==> src/rtl/hazard_ctrl_pkg.sv <==
// Shared definitions for the pipeline hazard controller.
//   - Forwarding select encodings driven on W_forwardA / W_forwardB.
//   - FSM state encoding for hazard_ctrl.
//   - Default register-index width and a saturating increment helper.
package hazard_ctrl_pkg;

  localparam int unsigned RegAwDefault = 5;

  // EX source select encodings; 2'b11 is never driven.
  localparam logic [1:0] HzdSelRs  = 2'b00;
  localparam logic [1:0] HzdSelAlu = 2'b01;
  localparam logic [1:0] HzdSelWb  = 2'b10;

  typedef enum logic [1:0] {
    HzdRun      = 2'b00,
    HzdLuStall  = 2'b01,
    HzdMemHold  = 2'b10
  } hzd_state_e;

  function automatic logic [31:0] sat_inc32(input logic [31:0] v);
    return (v == 32'hFFFF_FFFF) ? v : v + 32'd1;
  endfunction

endpackage

==> src/rtl/hazard_ctrl_fwd_sel.sv <==
// Forwarding select for one EX source operand.
// Compares the EX source index against the MEM and WB shadow slots; MEM wins over WB and
// writes to register 0 are never forwarded.
// Ports:
//   i_src     - register index read by the instruction in EX
//   i_mem_rd  - destination index held in the MEM slot
//   i_mem_wen - MEM slot writes the register file
//   i_wb_rd   - destination index held in the WB slot
//   i_wb_wen  - WB slot writes the register file
//   o_sel     - HzdSelRs / HzdSelAlu / HzdSelWb
module hazard_ctrl_fwd_sel
  import hazard_ctrl_pkg::*;
#(
  parameter int unsigned REG_AW = RegAwDefault
) (
  input  logic [REG_AW-1:0] i_src,
  input  logic [REG_AW-1:0] i_mem_rd,
  input  logic              i_mem_wen,
  input  logic [REG_AW-1:0] i_wb_rd,
  input  logic              i_wb_wen,
  output logic [1:0]        o_sel
);

  always_comb begin
    o_sel = HzdSelRs;
    if (i_mem_wen && (i_mem_rd != '0) && (i_mem_rd == i_src)) begin
      o_sel = HzdSelAlu;
    end else if (i_wb_wen && (i_wb_rd != '0) && (i_wb_rd == i_src)) begin
      o_sel = HzdSelWb;
    end
  end

endmodule

==> src/rtl/hazard_ctrl.sv <==
// Hazard and sequencing controller for a 5-stage pipeline.
// Keeps shadow destination info for EX/MEM/WB, drives EX forwarding selects, stalls on
// load-use hazards, flushes on taken branches and freezes the pipe while data memory waits.
// Optional build macro HZD_STATS_EN adds three saturating 32-bit event counters.
// Ports:
//   clk, rst                  - clock, synchronous active-high reset
//   dec_*                     - fields of the instruction currently in ID
//   br_taken                  - branch in EX resolved taken
//   mem_wait                  - data memory not ready
//   W_forwardA / W_forwardB   - EX source selects
//   pc_stall, if_id_stall     - hold PC and IF/ID
//   if_id_flush, id_ex_flush  - zero IF/ID, bubble into ID/EX
//   pipe_freeze               - hold ID/EX, EX/MEM, MEM/WB
//   stat_* (HZD_STATS_EN)     - load-use stall cycles, branch flushes, freeze cycles
module hazard_ctrl
  import hazard_ctrl_pkg::*;
#(
  parameter int unsigned LOAD_LAT = 1,
  parameter int unsigned REG_AW   = RegAwDefault
) (
  input  logic              clk,
  input  logic              rst,
  input  logic              dec_valid,
  input  logic [REG_AW-1:0] dec_rs,
  input  logic [REG_AW-1:0] dec_rt,
  input  logic              dec_uses_rt,
  input  logic [REG_AW-1:0] dec_rd,
  input  logic              dec_w_reg_en,
  input  logic              dec_wb_sel,
  input  logic              br_taken,
  input  logic              mem_wait,
  output logic [1:0]        W_forwardA,
  output logic [1:0]        W_forwardB,
  output logic              pc_stall,
  output logic              if_id_stall,
  output logic              if_id_flush,
  output logic              id_ex_flush,
  output logic              pipe_freeze
`ifdef HZD_STATS_EN
  ,
  output logic [31:0]       stat_lu_cycles,
  output logic [31:0]       stat_flushes,
  output logic [31:0]       stat_freeze_cycles
`endif
);

  // Cycles spent in LU_STALL after the detecting cycle, minus one (counts down to 0).
  localparam bit         MultiCycle = (LOAD_LAT > 1);
  localparam logic [1:0] CntInit    = MultiCycle ? 2'(LOAD_LAT - 2) : 2'd0;

  hzd_state_e r_state, w_state_d;
  logic [1:0] r_cnt, w_cnt_d;

  // Shadow slots. The MEM slot drops the load flag: nothing consumes it past EX.
  logic [REG_AW-1:0] r_ex_rs, r_ex_rt, r_ex_rd;
  logic              r_ex_wen, r_ex_load;
  logic [REG_AW-1:0] r_mem_rd;
  logic              r_mem_wen;
  logic [REG_AW-1:0] r_wb_rd;
  logic              r_wb_wen;

  logic w_lu;
  logic w_ex_take;

  assign w_lu = r_ex_load && r_ex_wen && (r_ex_rd != '0) && dec_valid &&
                ((r_ex_rd == dec_rs) || (dec_uses_rt && (r_ex_rd == dec_rt)));

  // ---------------------------------------------------------------------------------------
  // Sequencing FSM
  // ---------------------------------------------------------------------------------------
  always_comb begin
    w_state_d   = r_state;
    w_cnt_d     = r_cnt;
    pc_stall    = 1'b0;
    if_id_stall = 1'b0;
    if_id_flush = 1'b0;
    id_ex_flush = 1'b0;
    pipe_freeze = 1'b0;
    unique case (r_state)
      HzdLuStall: begin
        pc_stall    = 1'b1;
        if_id_stall = 1'b1;
        id_ex_flush = 1'b1;
        if (mem_wait) begin
          pipe_freeze = 1'b1;
        end else if (r_cnt == 2'd0) begin
          w_state_d = HzdRun;
        end else begin
          w_cnt_d = r_cnt - 2'd1;
        end
      end
      // MEM_HOLD behaves as RUN on its release cycle so a hazard pending behind the freeze
      // is still caught (slots and IF/ID were held, so lu is re-evaluated unchanged).
      HzdRun, HzdMemHold: begin
        if (mem_wait) begin
          pipe_freeze = 1'b1;
          pc_stall    = 1'b1;
          if_id_stall = 1'b1;
          w_state_d   = HzdMemHold;
        end else if (br_taken) begin
          // The dependent instruction is wrong-path, so the flush beats the load-use stall.
          if_id_flush = 1'b1;
          id_ex_flush = 1'b1;
          w_state_d   = HzdRun;
        end else if (w_lu) begin
          pc_stall    = 1'b1;
          if_id_stall = 1'b1;
          id_ex_flush = 1'b1;
          w_state_d   = MultiCycle ? HzdLuStall : HzdRun;
          w_cnt_d     = CntInit;
        end else begin
          w_state_d = HzdRun;
        end
      end
      default: begin
        w_state_d = HzdRun;
      end
    endcase
  end

  always_ff @(posedge clk) begin
    if (rst) begin
      r_state <= HzdRun;
      r_cnt   <= 2'd0;
    end else begin
      r_state <= w_state_d;
      r_cnt   <= w_cnt_d;
    end
  end

  // ---------------------------------------------------------------------------------------
  // Shadow slots
  // ---------------------------------------------------------------------------------------
  assign w_ex_take = dec_valid && !id_ex_flush;

  always_ff @(posedge clk) begin
    if (rst) begin
      r_ex_rs   <= '0;
      r_ex_rt   <= '0;
      r_ex_rd   <= '0;
      r_ex_wen  <= 1'b0;
      r_ex_load <= 1'b0;
      r_mem_rd  <= '0;
      r_mem_wen <= 1'b0;
      r_wb_rd   <= '0;
      r_wb_wen  <= 1'b0;
    end else if (!pipe_freeze) begin
      // Bubbles are fully zeroed so they never match a forwarding compare.
      r_ex_rs   <= w_ex_take ? dec_rs : '0;
      r_ex_rt   <= w_ex_take ? dec_rt : '0;
      r_ex_rd   <= w_ex_take ? dec_rd : '0;
      r_ex_wen  <= w_ex_take && dec_w_reg_en;
      r_ex_load <= w_ex_take && dec_wb_sel;
      r_mem_rd  <= r_ex_rd;
      r_mem_wen <= r_ex_wen;
      r_wb_rd   <= r_mem_rd;
      r_wb_wen  <= r_mem_wen;
    end
  end

  // ---------------------------------------------------------------------------------------
  // Forwarding selects (registered slots only)
  // ---------------------------------------------------------------------------------------
  hazard_ctrl_fwd_sel #(
    .REG_AW (REG_AW)
  ) u_fwd_a (
    .i_src     (r_ex_rs),
    .i_mem_rd  (r_mem_rd),
    .i_mem_wen (r_mem_wen),
    .i_wb_rd   (r_wb_rd),
    .i_wb_wen  (r_wb_wen),
    .o_sel     (W_forwardA)
  );

  hazard_ctrl_fwd_sel #(
    .REG_AW (REG_AW)
  ) u_fwd_b (
    .i_src     (r_ex_rt),
    .i_mem_rd  (r_mem_rd),
    .i_mem_wen (r_mem_wen),
    .i_wb_rd   (r_wb_rd),
    .i_wb_wen  (r_wb_wen),
    .o_sel     (W_forwardB)
  );

`ifdef HZD_STATS_EN
  // ---------------------------------------------------------------------------------------
  // Event counters
  // ---------------------------------------------------------------------------------------
  logic r_unused_ok;
  logic w_lu_cycle;

  // Load-use stall cycle: any LU_STALL cycle, or a RUN cycle stalling without a freeze.
  assign w_lu_cycle = (r_state == HzdLuStall) || (pc_stall && !pipe_freeze);

  always_ff @(posedge clk) begin
    if (rst) begin
      stat_lu_cycles     <= 32'd0;
      stat_flushes       <= 32'd0;
      stat_freeze_cycles <= 32'd0;
      r_unused_ok        <= 1'b0;
    end else begin
      if (w_lu_cycle)  stat_lu_cycles     <= sat_inc32(stat_lu_cycles);
      if (if_id_flush) stat_flushes       <= sat_inc32(stat_flushes);
      if (pipe_freeze) stat_freeze_cycles <= sat_inc32(stat_freeze_cycles);
      r_unused_ok <= 1'b1;
    end
  end
`endif

endmodule

==> config.mk <==
export PLATFORM = sky130hd
export DESIGN_NAME = hazard_ctrl
export DESIGN_NICKNAME = d
export VERILOG_FILES = /design/src/rtl/hazard_ctrl_pkg.sv /design/src/rtl/hazard_ctrl_fwd_sel.sv /design/src/rtl/hazard_ctrl.sv
export SDC_FILE = /design/constraint.sdc
export NUM_CORES = 1
export LEC_CHECK = 0
export ABC_AREA = 1
export CAP_MARGIN = 20
export CORE_ASPECT_RATIO = 1.5
export CORE_UTILIZATION = 52
export DETAILED_ROUTE_END_ITERATION = 6
export PLACE_DENSITY = 0.86
export SYNTH_ARGS = -nofsm -noshare
export SYNTH_HDL_FRONTEND = slang
export SYNTH_SLANG_ARGS = --single-unit
==> constraint.sdc <==
create_clock -name clk -period 1.61 [get_ports clk]
set_input_delay 0.2415 -clock clk [delete_from_list [all_inputs] [get_ports clk]]
set_output_delay 0.2415 -clock clk [all_outputs]
set_load 0.02 [all_outputs]
Word level (Yosys, flattened, before mapping)
Index checks and enable logic that the tools add are counted.
{ "word_totals": {"reg_bits": 33, "inputBits": 23, "word_cells": 81} }
{ "op_classes": {"add_sub_neg": 1, "n_eq_ne": 14, "muxes": 29, "n_reduce_logical": 26} }
{ "op_table": {"columns": ["cell", "n"], "rows": [
  ["equality test 5 bit", 6],
  ["two-way mux 2 bit", 12],
  ["two-way mux 5 bit", 3],
  ["nonzero test 5 bit", 3],
  ["logical AND 1 bit", 14],
  ["inequality test 2 bit (second input constant)", 6],
  ["two-way mux 1 bit", 10],
  ["one-hot mux 2 bit (2 select lines)", 2],
  ["AND reduction 6 bit", 1],
  ["logical NOT 2 bit", 2],
  ["one-hot mux 1 bit (2 select lines)", 2],
  ["OR reduction 3 bit", 1],
  ["equality test 2 x 1 -> 1 bit (second input constant)", 1],
  ["equality test 2 bit (second input constant)", 1],
  ["AND reduction 2 bit", 1],
  ["nonzero test 2 bit", 1],
  ["OR reduction 2 bit", 1],
  ["subtractor 2 x 1 -> 2 bit (second input constant)", 1],
  ["logical NOT 1 bit", 1],
  ["logical OR 1 bit", 1]
]} }

Longest topological paths before layout
Gate-level depths: netlist of the first run.
{ "logic_depth": {"word_depth": 11, "mapped_depth": 10, "mapped_depth_nobuf": 9} }

Cells and area by module
Synthesis of the first run repeated with hierarchy kept, for this count alone.
{ "hier_totals": {"cells_unflattened": 314, "area_unflattened_um2": 1866.8} }
{ "by_module_without_submodules": {"columns": ["mod", "instances", "cells_each", "area_each_um2", "seq_area_each_um2"], "rows": [
  ["hazard_ctrl", 1, 214, 1438.9, 580.6],
  ["hazard_ctrl_fwd_sel", 2, 50, 214.0, 0.0]
]} }

Worst setup path before layout of the first run
No wires, ideal clock.
{ "synth_path": {"kind": "flip-flop to output port", "from": "reg r_ex_rd[3]", "to": "out pc_stall", "arrival_time_ps": 1607, "t_required_ps": 1368, "path_slack_ps": -239, "stages_incl_launch_ff": 10, "path_cell_list": "dfxtp_1 -> inv_2 -> nand2_1 -> nand2_1 -> nor2_1 -> nand3_1 -> nand2_2 -> nand2_1 -> o21ai_0 -> buf_4"} }
{ "synth_between": {"elab_chain_cells": 8, "word_cells_on_any_way": 12, "classes_between": "eq/ne: 2; mux: 4; reduce/logical: 6"} }
{ "synth_rtl": {"columns": ["item", "line_no", "source"], "rows": [
  ["from (decl)", "hazard_ctrl.sv:55", "logic [REG_AW-1:0] r_ex_rs, r_ex_rt, r_ex_rd;"],
  ["from (signal assigned)", "hazard_ctrl.sv:151", "r_ex_rd <= w_ex_take ? dec_rd : '0;"],
  ["equality test 5 bit or nonzero test 5 bit (tied branches)", "hazard_ctrl.sv:66, hazard_ctrl.sv:65", null],
  ["logical AND 1 bit, on equally long branches", "hazard_ctrl.sv:66, hazard_ctrl.sv:65", null],
  ["logical OR 1 bit or logical AND 1 bit (tied branches)", "hazard_ctrl.sv:66, hazard_ctrl.sv:65", null],
  ["logical AND 1 bit (*)", "hazard_ctrl.sv:65", "assign w_lu = r_ex_load && r_ex_wen && (r_ex_rd != '0) && dec_valid &&"],
  ["two-way mux 1 bit (*) (3 in series)", null, null],
  ["one-hot mux 1 bit (2 select lines) (*)", null, null],
  ["to (decl)", "hazard_ctrl.sv:34", "output logic pc_stall,"]
]} }
Mark *: on every way between the ends. The rest lies on a longest branch, timed or not.

Worst setup path in the final report of the first run
{ "layout_path": {"from": "reg r_ex_rs[1]", "to": "out W_forwardA[1]"} }
{ "layout_between": {"elab_chain_cells": 4, "word_cells_on_any_way": 6, "classes_between": "eq/ne: 2; mux: 2; reduce/logical: 2"} }
{ "layout_rtl": {"columns": ["item", "line_no", "source"], "rows": [
  ["from (decl)", "hazard_ctrl.sv:55", null],
  ["from (signal assigned)", "hazard_ctrl.sv:149", "r_ex_rs <= w_ex_take ? dec_rs : '0;"],
  ["equality test 5 bit", "hazard_ctrl_fwd_sel.sv:28", "end else if (i_wb_wen && (i_wb_rd != '0) && (i_wb_rd == i_src)) begin"],
  ["logical AND 1 bit", "hazard_ctrl_fwd_sel.sv:28", null],
  ["two-way mux 2 bit", "hazard_ctrl_fwd_sel.sv:28", null],
  ["two-way mux 2 bit (*)", "hazard_ctrl_fwd_sel.sv:26", "if (i_mem_wen && (i_mem_rd != '0) && (i_mem_rd == i_src)) begin"],
  ["to (decl)", "hazard_ctrl.sv:32", "output logic [1:0] W_forwardA,"]
]} }
Marked as above.

==> implementation parameters, run 1 <==
Parameter                              Value

Power
  Largest voltage drop on the vdd net    0.0007644 V
  Pwr Density    665.8 mW/mm^2
  Leak Pwr    0.001216 uW

Drt
  Top metal layer carrying routed signals    met4
  Number of iterations in the first detailed-routing pass    4
  Mean number of vias per cell    5.667
  1st-iter DRT viols    106
  Residual DRC    0
  WL/cell    17.13 um
  Routed wire length    6371 um
  Length of routed met3 wiring    320 um
  M1 wire length    2184 um
  Met2 wire length    3329 um
  Post-route ant nets    0
  Via count    2108

Timing
  Unrepaired setup endpoints after global routing    true
  Worst setup slack after layout    -0.2486 ns
  Skew final    0.004767 ns
  Final setup violating endpoints    7
  Count of final max-slew check failures    0
  Tightest hold margin    0.4679 ns
  Worst slew margin relative to its limit    0.7242
  Number of failing hold endpoints at the final stage    0
  Upper clock frequency limit    0.5380 GHz
  Transition at the pin with the smallest max-transition slack    0.4137 ns
  Final critical-path share of the clock period    1.154
  Final critical path time including I/O delays and setup    1.859 ns

Yosys
  Most used standard cell by instance count after synthesis    sky130_fd_sc_hd__nand2_1
  Cells taking the most area after synthesis    sky130_fd_sc_hd__dfxtp_1 (34%), sky130_fd_sc_hd__nand2_1 (14%), sky130_fd_sc_hd__nor2_1 (7.0%)
  Fraction of synthesized cell area taken by the top area cell type    0.3399
  Seq/Total Area, Yosys    0.3399
  Cell type with the highest aggregate area in the netlist    sky130_fd_sc_hd__dfxtp_1
  Synth cell count leaders    sky130_fd_sc_hd__nand2_1 (65), sky130_fd_sc_hd__nor2_1 (32), sky130_fd_sc_hd__dfxtp_1 (29)
  Distinct cell type count after synthesis    28
  Number of flip-flops and latches in the synthesized netlist    29
  Ys flop type    sky130_fd_sc_hd__dfxtp_1
  Async set or reset register ratio after synthesis    0
  Warnings, synthesis    0
  Number of enable-type register cells in the synthesized netlist    0
  Instance count of the mapped netlist    256
  Netlist Area Pre-Place    0.001708 sq mm
  Mapped Nets    279
  Synthesized area per cell    6.671 sq um

CTS
  Worst-skew pair later-pin latency    0.29 ns
  TritonCTS Buffers    5
  Total clock sinks    29
  Root Driver    sky130_fd_sc_hd__clkbuf_8
  Clock-pin slew of the registers on the worst-case setup and hold paths    0.07 ns
  Clock buffer depth    2
  Clock tree from TritonCTS    built
  Hold buffer count at cts    0
  H-tree depth    2

Worst setup path
  Type of the worst setup path    flop to output pin
  Worst-path fanout max    5
  Req. time, crit path    1.37 ns
  Critical Path AT    1.62 ns
  Crit start category    flop
  Endpoint kind of the worst setup timing path    output pin

Hold path
  Type of the tightest min-delay check    flop to flop

Die
  Floorplan row count    25
  Die span in x    48.80 um
  Initial core utilization    0.5460
  DIE AREA    0.003523 sq mm
  Total core area    0.003128 sq mm
  I/O pins    32
  Die height    72.19 um

Finish
  Relative area change from synthesis to final layout    61.76%
  Count of nets after finishing    354
  Diodes inserted    0
  Layout cells sized above 1    0.4006
  Layout Utilization    0.8832

Job
  Max Cap Violations    0

Run status
  Result of the run    complete, but fails checks
  Violations in the final reports    negative setup slack

Global route
  Initial antenna violation count    0
  Total GRT Usage    0.3405
  First-pass GRT wire length    8894 um
  Remaining global-route overflow    0
  Vias in the first global route    1961
  Pin count of the biggest net entering global routing    44

Place
  Placer congestion estimate    0.9508
  Number of port buffers    31
  DP Wirelength    3421 um
-- critical path, cell delays in order (launching register included) --
cell and delay (ns):
sky130_fd_sc_hd__dfxtp_2 0.35, sky130_fd_sc_hd__or2_1 0.25, sky130_fd_sc_hd__a22oi_2 0.23, sky130_fd_sc_hd__nand4_1 0.16
sky130_fd_sc_hd__nor3_2 0.17, sky130_fd_sc_hd__buf_4 0.16
-- kinds of logic (layout without fill, tap and decap cells) --
logic type	after synthesis	in the layout	synth area share
AO/OA/AOI/OAI	34	34	0.1180
XOR/XNOR	15	15	0.07693
buffers and inverters	43	119	0.1084
flip-flops	29	29	0.3399
AND/OR/NAND/NOR	135	135	0.3568
-- report_power, final --
part / internal, uW / switching, uW / leakage, uW / total (uW)
clock: 299 / 300 / 0.0000450 / 599
combinational: 227 / 233 / 0.000924 / 460
sequential: 742 / 38.0 / 0.000246 / 780
total: 1270 / 571 / 0.00122 / 1840
-- worst paths after layout --
kind	start	endpoint	slack, ns	depth (start not counted)
min reg2reg	r_ex_load$_SDFFE_PP0N_	r_ex_load$_SDFFE_PP0N_	0.47	2
max	r_ex_rs[1]$_SDFFE_PP0N_	W_forwardA[1]	-0.25	5
min	r_ex_load$_SDFFE_PP0N_	r_ex_load$_SDFFE_PP0N_	0.47	2
max reg2reg	r_ex_rd[4]$_SDFFE_PP0N_	r_ex_rs[0]$_SDFFE_PP0N_	0.11	9
-- repair_timing --
action	in CTS	in global routing
gates resized for setup	87	41
pin swaps	24	18
buffers inserted	4	2
hold endpoints to repair	0	0
setup endpoints to repair	9	11
-- layer usage --
metal,up-vias,global-route usage
met5,-,0
met4,0,0.2843
met3,47,0.04612
met2,114,0.6481
met1,963,0.3155
li1,984,-
-- state kept, by name (all words and copies together), names as in the netlist --
| name | flops |
|---|---|
| r_ex_rd | 5 |
| r_mem_rd | 5 |
| r_mem_wen | 1 |
| r_ex_rt | 5 |
| r_wb_wen | 1 |
| r_ex_load | 1 |
| r_ex_rs | 5 |
| r_ex_wen | 1 |
| r_wb_rd | 5 |
-- cell usage in the layout, fill, tap and decap left out, types with 3 or more instances in the layout --
cell and n:
sky130_fd_sc_hd__a211oi_1 7, sky130_fd_sc_hd__a21oi_1 22, sky130_fd_sc_hd__buf_4 44, sky130_fd_sc_hd__buf_6 14, sky130_fd_sc_hd__clkbuf_8 5, sky130_fd_sc_hd__clkdlybuf4s50_1 13
sky130_fd_sc_hd__dfxtp_1 10, sky130_fd_sc_hd__dfxtp_2 13, sky130_fd_sc_hd__dfxtp_4 6, sky130_fd_sc_hd__dlygate4sd2_1 11, sky130_fd_sc_hd__inv_1 16, sky130_fd_sc_hd__inv_2 8
sky130_fd_sc_hd__inv_4 4, sky130_fd_sc_hd__nand2_1 55, sky130_fd_sc_hd__nand2_2 11, sky130_fd_sc_hd__nand3_1 4, sky130_fd_sc_hd__nand4_1 19, sky130_fd_sc_hd__nor2_1 30
sky130_fd_sc_hd__nor3_2 3, sky130_fd_sc_hd__or2_2 4, sky130_fd_sc_hd__xnor2_1 8, sky130_fd_sc_hd__xnor2_4 3
-- layout make-up --
cell class | instances | area [sq um]
Fill cell | 159 | 365.4
Tap cell | 40 | 50.05
Clock inverter | 2 | 10.01
Sequential cell | 29 | 619.3
Multi-Input combinational cell | 184 | 1161
Timing Repair Buffer | 83 | 734.5
Clock buffer | 6 | 72.57
Inverter | 28 | 115.1
-- per-stage QoR --
step | cell area [sq um] | worst slack [ns] | power, uW | std cells | TNS (ns)
2_1_floorplan | 1723 | -0.03535 | 975.5 | 256 | -0.03810
3_5_place_dp | 2364 | -0.6869 | 1154 | 358 | -5.902
3_3_place_gp | 2364 | -0.6768 | 1143 | 358 | -5.611
6_report | 2763 | -0.2486 | 1839 | 372 | -1.103
4_1_cts | 2585 | -0.1595 | 1756 | 370 | -0.6376
5_1_grt | 2763 | -0.2473 | 1894 | 372 | -1.252
Power figures use the tool's default switching activity.
==> inputs of run 2 (changes only) <==
--- a/config.mk
+++ b/config.mk
@@ -8,9 +8,10 @@
 export ABC_AREA = 1
 export CAP_MARGIN = 20
 export CORE_ASPECT_RATIO = 1.5
-export CORE_UTILIZATION = 52
+export CORE_UTILIZATION = 62
 export DETAILED_ROUTE_END_ITERATION = 6
-export PLACE_DENSITY = 0.86
+export DONT_BUFFER_PORTS = 1
+export PLACE_DENSITY = 0.84
 export SYNTH_ARGS = -nofsm -noshare
 export SYNTH_HDL_FRONTEND = slang
 export SYNTH_SLANG_ARGS = --single-unit
==> implementation parameters, run 2 (synthesized netlist as in run 1, its figures left out) <==
Parameter                              Value

Die
  Initial core utilization    0.6451 (+0.09909)
  Die span in x    44.86 um (-8.1%)
  Total core area    0.002648 sq mm (-15%)
  DIE AREA    0.002973 sq mm (-16%)
  Floorplan row count    23 (-8.0%)
  Die height    66.28 um (-8.2%)
  I/O pins    32 (unchanged)

Drt
  Via count    1745 (-17%)
  WL/cell    15.04 um (-12%)
  Post-route ant nets    0 (unchanged)
  Routed wire length    4662 um (-27%)
  Number of iterations in the first detailed-routing pass    4 (unchanged)
  Residual DRC    0 (unchanged)
  Mean number of vias per cell    5.629 (-0.66%)
  1st-iter DRT viols    34 (-68%)

Run status
  Violations in the final reports    negative setup slack
  Result of the run    complete, but fails checks

Finish
  Relative area change from synthesis to final layout    26.37%
  Diodes inserted    0 (unchanged)
  Leading cell types in the layout, fill and taps excluded    sky130_fd_sc_hd__nand2_1 (59), sky130_fd_sc_hd__nor2_1 (31), sky130_fd_sc_hd__inv_1 (20), sky130_fd_sc_hd__a21oi_1 (20), sky130_fd_sc_hd__nand4_1 (19)
  Fin cells    310 (-17%)
  Layout Utilization    0.8152 (-0.06798)
  Most common library cell in the layout ignoring fill and taps    sky130_fd_sc_hd__nand2_1
  Layout cells sized above 1    0.3077 (-0.09291)
  Count of nets after finishing    296 (-16%)

Global route
  Vias in the first global route    1589 (-19%)
  Remaining global-route overflow    0 (unchanged)
  First-pass GRT wire length    7051 um (-21%)
  Total GRT Usage    0.3273 (-0.01327)
  Initial antenna violation count    0 (unchanged)
  Pin count of the biggest net entering global routing    46 (+4.5%)

Worst setup path
  Critical Path AT    1.51 ns (-0.11 ns)
  Launch instance of the worst register-to-register path    r_ex_rd[0]$_SDFFE_PP0N_
  Type of the worst setup path    flop to output pin
  Count of cells along the worst register-to-register path    12 (+3)
  Worst-path fanout max    3 (-2)
  Req. time, crit path    1.37 ns (about the same)
  Endpoint kind of the worst setup timing path    output pin
  R2r endpoint    r_ex_rs[0]$_SDFFE_PP0N_
  Crit start category    flop
  Worst R2R Setup Slack    -0.01 ns (-0.12 ns)

Timing
  Number of failing hold endpoints at the final stage    0 (unchanged)
  Count of final max-slew check failures    0 (unchanged)
  Final critical path time including I/O delays and setup    1.750 ns (-0.1089 ns)
  Upper clock frequency limit    0.5715 GHz (+6.2%)
  Unrepaired setup endpoints after global routing    true
  Final setup violating endpoints    7 (unchanged)
  Skew final    0.005411 ns (+0.0006440 ns)
  Transition at the pin with the smallest max-transition slack    0.2425 ns (-0.1712 ns)
  Setup total negative slack    -0.6469 ns (+0.4558 ns)
  Worst setup slack after layout    -0.1397 ns (+0.1089 ns)
  Final critical-path share of the clock period    1.087 (-0.06766)
  Worst slew margin relative to its limit    0.8366 (+0.1124)

Place
  Number of port buffers    0 (-100%)
  Placed Cells    290 (-19%)
  DP Wirelength    2778 um (-19%)
  Placer congestion estimate    0.9648 (+1.5%)
  Worst slack after detailed placement    0.1137 ns (+0.8006 ns)

CTS
  Clock-pin slew of the registers on the worst-case setup and hold paths    0.06 ns (about the same)
  Root Driver    sky130_fd_sc_hd__clkbuf_8
  Hold buffer count at cts    0 (unchanged)
  TritonCTS Buffers    5 (unchanged)
  Clock tree from TritonCTS    built
  Clock buffer depth    2 (unchanged)
  Worst-skew pair later-pin latency    0.28 ns (about the same)
  H-tree depth    2 (unchanged)
  Total clock sinks    29 (unchanged)

Hold path
  Hold EP    r_ex_rd[3]$_SDFFE_PP0N_
  Launch instance of the worst min-delay path    rst
  Type of the tightest min-delay check    input port to flop
  Number of instances on the worst hold path    1 (-1)

Power
  Pwr Density    754.4 mW/mm^2 (+13%)
  Largest voltage drop on the vdd net    0.0007047 V (-7.8%)
  Total power after layout    1628 uW (-11%)
  Leak Pwr    0.0009046 uW (-26%)

Job
  Max Cap Violations    0 (unchanged)
run 2: changes by cell type in the layout (fill, tap and decap cells not counted), moves of 4 or more:
cell,previous run,this run
sky130_fd_sc_hd__buf_4,44,16
sky130_fd_sc_hd__buf_6,14,9
sky130_fd_sc_hd__clkdlybuf4s50_1,13,0
sky130_fd_sc_hd__dlygate4sd2_1,11,0
sky130_fd_sc_hd__inv_1,16,20
sky130_fd_sc_hd__inv_2,8,4
sky130_fd_sc_hd__nand2_1,55,59
sky130_fd_sc_hd__nand2_2,11,5
run 2: cell type report:
type,count,area (sq um)
fill,198,489.2
tap,37,46.29
inverter,28,115.1
sequential,29,624.3
multi-input combinational,184,1065
clock buffer,7,86.33
timing repair buffer,25,221.5
run 2: worst max-delay path: stages, from the launching register on:
cell,delay [ns]
sky130_fd_sc_hd__dfxtp_4,0.34
sky130_fd_sc_hd__buf_4,0.14
sky130_fd_sc_hd__xor2_1,0.14
sky130_fd_sc_hd__nor3_1,0.18
sky130_fd_sc_hd__nand3_1,0.11
sky130_fd_sc_hd__nor3_2,0.16
sky130_fd_sc_hd__buf_4,0.16
run 2: routing by layer:
metal,vias to the layer above,track usage,share of wire
li1,867,-,-
met1,821,0.3272,0.37
met2,46,0.6103,0.57
met3,11,0.07104,0.037
met4,0,0.1553,0.023
met5,-,0,0
run 2: repair_timing:
item / in CTS / in global routing
setup endpoints to repair: 7 / 13
pin swaps: 8 / 10
setup buffers: 10 / 4
gates cloned: 0 / 0
resized for setup: 30 / 31
run 2: how the worst max path moves through the flow:
stage | startpoint | endpoint | slack [ns] | cells after the start
floorplan | r_ex_rd[3]$_SDFFE_PP0N_ | pc_stall | -0.04 | 9
global placement | r_ex_rd[2]$_SDFFE_PP0N_ | pc_stall | 0.13 | 9
detailed placement | r_wb_rd[3]$_SDFFE_PP0N_ | W_forwardA[1] | 0.11 | 5
CTS | r_wb_rd[1]$_SDFFE_PP0N_ | W_forwardA[1] | -0.11 | 5
global route | r_wb_rd[1]$_SDFFE_PP0N_ | W_forwardA[1] | -0.20 | 5
finish | r_wb_rd[1]$_SDFFE_PP0N_ | W_forwardB[1] | -0.14 | 6
run 2: where the power goes:
| group | internal, uW | total [uW] | leakage (uW) | switching [uW] |
|---|---|---|---|---|
| Clock | 338 | 603 | 0.0000443 | 264 |
| Combinational | 118 | 248 | 0.000613 | 130 |
| Sequential | 740 | 778 | 0.000247 | 37.4 |
run 2: stage by stage:
step / hold WS, ns / area, sq um
after global placement: 0.3124 / 1782
after CTS: 0.009055 / 2023
after detailed placement: 0.3139 / 1782
after floorplan: 0.4364 / 1723
after global routing: 0.006415 / 2158
final: 0.01896 / 2158
